==> config.mk <==
export PLATFORM = sky130hd
export DESIGN_NAME = dcache_channel_arbiter
export DESIGN_NICKNAME = d
export VERILOG_FILES = /design/src/rtl/dcache_channel_arbiter.sv
export SDC_FILE = /design/constraint.sdc
export NUM_CORES = 2
export LEC_CHECK = 0
export ABC_AREA = 0
export CELL_PAD_IN_SITES_DETAIL_PLACEMENT = 1
export CELL_PAD_IN_SITES_GLOBAL_PLACEMENT = 2
export CORE_MARGIN = 1
export CORE_UTILIZATION = 34
export CTS_BUF_LIST = sky130_fd_sc_hd__clkbuf_16
export CTS_CLUSTER_SIZE = 40
export DETAILED_ROUTE_END_ITERATION = 12
export PLACE_DENSITY = 0.87
export SYNTH_ARGS = -nofsm -noshare
export SYNTH_HDL_FRONTEND = slang
export SYNTH_SLANG_ARGS = --single-unit
==> constraint.sdc <==
create_clock -name clk -period 28.1 [get_ports clk]
set_input_delay 4.215 -clock clk [delete_from_list [all_inputs] [get_ports clk]]
set_output_delay 4.215 -clock clk [all_outputs]
set_load 0.01 [all_outputs]
==> src/rtl/dcache_channel_arbiter.sv <==
// Shares NUM_CHANNELS memory-controller channels among NUM_CONSUMERS dcache requesters.
// Each channel runs IDLE -> REQ -> RESP; free channels are handed out round-robin.
module dcache_channel_arbiter #(
    parameter int ADDR_BITS     = 8,
    parameter int DATA_BITS     = 8,
    parameter int NUM_CONSUMERS = 8,
    parameter int NUM_CHANNELS  = 4
) (
    input  logic                                 clk,
    input  logic                                 reset,
    input  logic [NUM_CONSUMERS-1:0]             consumer_read_valid,
    input  logic [NUM_CONSUMERS*ADDR_BITS-1:0]   consumer_read_address,
    output logic [NUM_CONSUMERS-1:0]             consumer_read_ready,
    output logic [NUM_CONSUMERS*DATA_BITS-1:0]   consumer_read_data,
    input  logic [NUM_CONSUMERS-1:0]             consumer_write_valid,
    input  logic [NUM_CONSUMERS*ADDR_BITS-1:0]   consumer_write_address,
    input  logic [NUM_CONSUMERS*DATA_BITS-1:0]   consumer_write_data,
    output logic [NUM_CONSUMERS-1:0]             consumer_write_ready,
    output logic [NUM_CHANNELS-1:0]              controller_read_valid,
    output logic [NUM_CHANNELS*ADDR_BITS-1:0]    controller_read_address,
    input  logic [NUM_CHANNELS-1:0]              controller_read_ready,
    input  logic [NUM_CHANNELS*DATA_BITS-1:0]    controller_read_data,
    output logic [NUM_CHANNELS-1:0]              controller_write_valid,
    output logic [NUM_CHANNELS*ADDR_BITS-1:0]    controller_write_address,
    output logic [NUM_CHANNELS*DATA_BITS-1:0]    controller_write_data,
    input  logic [NUM_CHANNELS-1:0]              controller_write_ready
);
    // Handshake: a request is raised on *_valid and held until the matching *_ready is
    // seen high at a clock edge; the requester then drops valid and the responder drops ready.
    localparam int PTR_W = (NUM_CONSUMERS > 1) ? $clog2(NUM_CONSUMERS) : 1;

    typedef enum logic [1:0] {IDLE, REQ, RESP} chan_state_t;

    chan_state_t              state       [NUM_CHANNELS];
    logic [PTR_W-1:0]         owner       [NUM_CHANNELS];
    logic [NUM_CHANNELS-1:0]  op_write;
    logic [PTR_W-1:0]         rr_ptr;

    logic [NUM_CONSUMERS-1:0] owned;
    logic [NUM_CONSUMERS-1:0] pending;
    logic [NUM_CONSUMERS-1:0] taken;
    logic [NUM_CHANNELS-1:0]  grant;
    logic [PTR_W-1:0]         grant_owner [NUM_CHANNELS];
    logic [PTR_W-1:0]         next_ptr;
    int                       idx;

    always_comb begin
        owned = '0;
        for (int c = 0; c < NUM_CHANNELS; c++) begin
            if (state[c] != IDLE) owned[owner[c]] = 1'b1;
        end
        pending = (consumer_read_valid | consumer_write_valid) & ~owned;
    end

    // Channels in ascending order each take the next untaken pending consumer,
    // scanning from the pointer; the last grant made therefore sets the new pointer.
    always_comb begin
        taken    = '0;
        grant    = '0;
        next_ptr = rr_ptr;
        idx      = 0;
        for (int c = 0; c < NUM_CHANNELS; c++) begin
            grant_owner[c] = '0;
            if (state[c] == IDLE) begin
                for (int k = 0; k < NUM_CONSUMERS; k++) begin
                    idx = int'(rr_ptr) + k;
                    if (idx >= NUM_CONSUMERS) idx = idx - NUM_CONSUMERS;
                    if (!grant[c] && pending[idx] && !taken[idx]) begin
                        grant[c]       = 1'b1;
                        taken[idx]     = 1'b1;
                        grant_owner[c] = PTR_W'(idx);
                        next_ptr       = (idx + 1 == NUM_CONSUMERS) ? '0 : PTR_W'(idx + 1);
                    end
                end
            end
        end
    end

    always_ff @(posedge clk or negedge reset) begin
        if (!reset) begin
            rr_ptr                   <= '0;
            op_write                 <= '0;
            consumer_read_ready      <= '0;
            consumer_read_data       <= '0;
            consumer_write_ready     <= '0;
            controller_read_valid    <= '0;
            controller_read_address  <= '0;
            controller_write_valid   <= '0;
            controller_write_address <= '0;
            controller_write_data    <= '0;
            for (int c = 0; c < NUM_CHANNELS; c++) begin
                state[c] <= IDLE;
                owner[c] <= '0;
            end
        end else begin
            rr_ptr <= next_ptr;
            for (int c = 0; c < NUM_CHANNELS; c++) begin
                case (state[c])
                    IDLE: begin
                        if (grant[c]) begin
                            owner[c] <= grant_owner[c];
                            state[c] <= REQ;
                            // Read wins when both are requested; the write waits for a later grant.
                            if (consumer_read_valid[grant_owner[c]]) begin
                                op_write[c]              <= 1'b0;
                                controller_read_valid[c] <= 1'b1;
                                controller_read_address[c*ADDR_BITS +: ADDR_BITS] <=
                                    consumer_read_address[grant_owner[c]*ADDR_BITS +: ADDR_BITS];
                            end else begin
                                op_write[c]               <= 1'b1;
                                controller_write_valid[c] <= 1'b1;
                                controller_write_address[c*ADDR_BITS +: ADDR_BITS] <=
                                    consumer_write_address[grant_owner[c]*ADDR_BITS +: ADDR_BITS];
                                controller_write_data[c*DATA_BITS +: DATA_BITS] <=
                                    consumer_write_data[grant_owner[c]*DATA_BITS +: DATA_BITS];
                            end
                        end
                    end
                    REQ: begin
                        if (!op_write[c] && controller_read_ready[c]) begin
                            controller_read_valid[c]      <= 1'b0;
                            consumer_read_ready[owner[c]] <= 1'b1;
                            consumer_read_data[owner[c]*DATA_BITS +: DATA_BITS] <=
                                controller_read_data[c*DATA_BITS +: DATA_BITS];
                            state[c] <= RESP;
                        end else if (op_write[c] && controller_write_ready[c]) begin
                            controller_write_valid[c]      <= 1'b0;
                            consumer_write_ready[owner[c]] <= 1'b1;
                            state[c] <= RESP;
                        end
                    end
                    RESP: begin
                        if (!op_write[c]) begin
                            if (!consumer_read_valid[owner[c]] && !controller_read_ready[c]) begin
                                consumer_read_ready[owner[c]] <= 1'b0;
                                state[c] <= IDLE;
                            end
                        end else begin
                            if (!consumer_write_valid[owner[c]] && !controller_write_ready[c]) begin
                                consumer_write_ready[owner[c]] <= 1'b0;
                                state[c] <= IDLE;
                            end
                        end
                    end
                    default: state[c] <= IDLE;
                endcase
            end
        end
    end

endmodule

==> flow_metrics.tcl <==
set metrics [dict create \
    synth_top_area_share 0.179 \
    synthTopCellsByCount "nand2_1, nor2_1, a21oi_1" \
    core_um2 85500 \
    synth.distinct_cells 139 \
    grt_usage 0.437 \
    crit_path_max_fanout 26 \
    cp.required_ps 28590 \
    yosysMostFrequentCell "nand2_1" \
    htreeDepth 1 \
    cts_buffers 30 \
    nFillCells 10600 \
    yosysWarnings 0 \
    place_congestion 1.06 \
    grt_pass1_vias 37100 \
    synthTopCellsByArea "dfrtp_1, nand2_1, a21oi_1, o21ai_0, a211oi_1" \
    maxCapViolCount 0 \
    cp-end-kind "register" \
    tightest_slew_ps 1370 \
    routed_wl_mm 199 \
    rows 107 \
    clock.fmax_ghz 0.0436 \
    setup_ws_ps 5170 \
    io_buffers 433 \
    grt_start_max_net_pins 93 \
    routedWlPerCell_um 35.2 \
    ys_ff_latch 211 \
    first_pass_iters 6 \
    syn_area_per_cell_um2 7.02 \
    clock_sinks 211 \
    setup_viol 0 \
    dp_slack_ps 5460 \
    post_route_cells_drive_above_1_share 0.0933 \
    slowest_stage "a2111oi_2" \
    period_minus_slack_ps 22930 \
    die_area_um2 87900 \
    hold_buffers 0 \
    start_util 0.345 \
    synth-seq-area-share 0.179 \
    clock_tree.buffer_depth 3 \
    via_per_inst 6.94 \
    design.portCount 434 \
    yosysTopAreaCell "dfrtp_1" \
    ant_nets 0 \
    tritoncts "done" \
    synth_edf_count 0 \
    synthFlopType "dfrtp_1" \
    antenna_found_initial 28 \
    cts-resized-gates 0 \
    critPathKind "primary input to register" \
    dp_hpwl_mm 147 \
    nNetsFinal 4785 \
    skew_ps 36.8 \
    min_from "controller_write_data[15]$_DFFE_PN0P_" \
    crit_start "consumer_read_valid[6]" \
    syn_inst 4201 \
    slowest_delay_ps 1120 \
    die_y_um 296 \
    async_flop_share 1.00 \
    drtIter0Drc 4530 \
    clk_pin_slew_ps 60 \
    final.setup.tns_ps 0 \
    grt.overflow.total 0 \
    via_count 39200 \
    min_path_type "register to register" \
    status "finished clean" \
    clockRootBuffer "clkbuf_16" \
    die_w_um 296 \
    cp.arrival_ps 23430 \
    cts_setup_buffers 0 \
    relSlewSlack 0.0774 \
    area_delta_synth_final_pct 21.9 \
    clock_latency_ps 620 \
    finalCritPeriodShare 0.816 \
    critPathMostFrequentCell "a21oi_1" \
    rsz0062_at_grt "no" \
    syn_area_um2 29500 \
    critPathLaunchType "primary input" \
    grt_pass1_wl_mm 279 \
    hold_viol_final 0 \
    drc 0 \
    rr_startpoint "rr_ptr[0]$_DFF_PN0_" \
    maxSlewViolCount 0 \
]
critical path, delay by kind of cell:
family          cells  cell delay (ps)
simple gates       10             4200
mux                 3             1120
compound gates     30            12080
buf+inv             3             1710
per-stage QoR:
step	hold WS [ps]	util	area, um^2	cells
2_1_floorplan	486	-	29600	4230
3_3_place_gp	464	0.409	35000	5573
5_1_grt	514	0.420	35900	5636
4_1_cts	482	0.419	35900	5625
6_report	480	0.420	35900	5652
3_5_place_dp	469	0.409	35000	5573
worst paths after layout:
path | end | slack (ps) | depth (start not counted)
setup reg to reg | controller_write_address[26]$_DFFE_PN0P_ | 7350 | 50
min in group asynchronous | controller_read_valid[0]$_DFFE_PN0P_ | 3640 | 1
hold reg to reg | controller_write_data[15]$_DFFE_PN0P_ | 480 | 2
max in group asynchronous | rr_ptr[2]$_DFF_PN0_ | 21980 | 3
hold / removal | controller_write_data[15]$_DFFE_PN0P_ | 480 | 2
setup / recovery | controller_write_address[26]$_DFFE_PN0P_ | 5170 | 46
kinds of logic after synthesis:
kind of cell / synth area share
AO/OA/AOI/OAI: 0.374
XOR/XNOR: 0.00174
adder cells (fa/ha/maj): 0.0310
buffers and inverters: 0.0587
flip-flops: 0.179
multiplexers: 0.0755
other: 0.000255
AND/OR/NAND/NOR: 0.279
area by class of cell:
class                           count  area [um^2]  share of cell area
Clock buffer                       30          751              0.0209
Multi-Input combinational cell   3609        22800               0.635
Tap cell                         1144         1430              0.0398
Inverter                           62          233             0.00647
Antenna cell                       26         65.1             0.00181
Clock inverter                     22          156             0.00435
Sequential cell                   211         5290               0.147
Timing Repair Buffer              548         5210               0.145
routing by layer:
layer,vias to the layer above,wire [um],GRT usage
met5,-,171,0
met4,24,10700,0.201
li1,16400,-,-
met3,589,24500,0.151
met2,2570,82600,0.632
met1,19700,80800,0.579
state kept, by name, summed over array words and instances (netlist names):
| register | flops |
|---|---|
| controller_write_valid | 4 |
| state | 8 |
| controller_read_address | 32 |
| op_write | 4 |
| consumer_read_data | 64 |
| consumer_write_ready | 8 |
| controller_write_address | 32 |
| owner | 12 |
| controller_read_valid | 4 |
| consumer_read_ready | 8 |
| controller_write_data | 32 |
| rr_ptr | 3 |
layout by cell type, fill, tap and decap left out, types with 19 or more instances in the layout:
master / count
inv_1: 63
and2_1: 150
o211ai_1: 95
a311oi_1: 58
o22ai_1: 42
dfrtp_1: 208
o21ai_0: 276
clkbuf_16: 30
mux4_2: 54
a31oi_1: 127
nor2b_1: 29
nor3_1: 66
and3_1: 31
a21oi_1: 320
buf_4: 113
nand2_1: 866
nand3_1: 112
nand2b_1: 25
a21o_1: 29
nand4_1: 34
a311o_1: 32
o2111ai_1: 24
mux2_2: 37
a211oi_1: 184
o221ai_1: 24
clkdlybuf4s50_1: 432
nor2_1: 328
a32oi_1: 19
diode_2: 26
conb_1: 31
ha_1: 73
mux2i_1: 31
o21a_1: 24
a22oi_1: 32
Power is not shown: default switching activity piles up to over one toggle a cycle in this logic, so the estimate is an artifact.
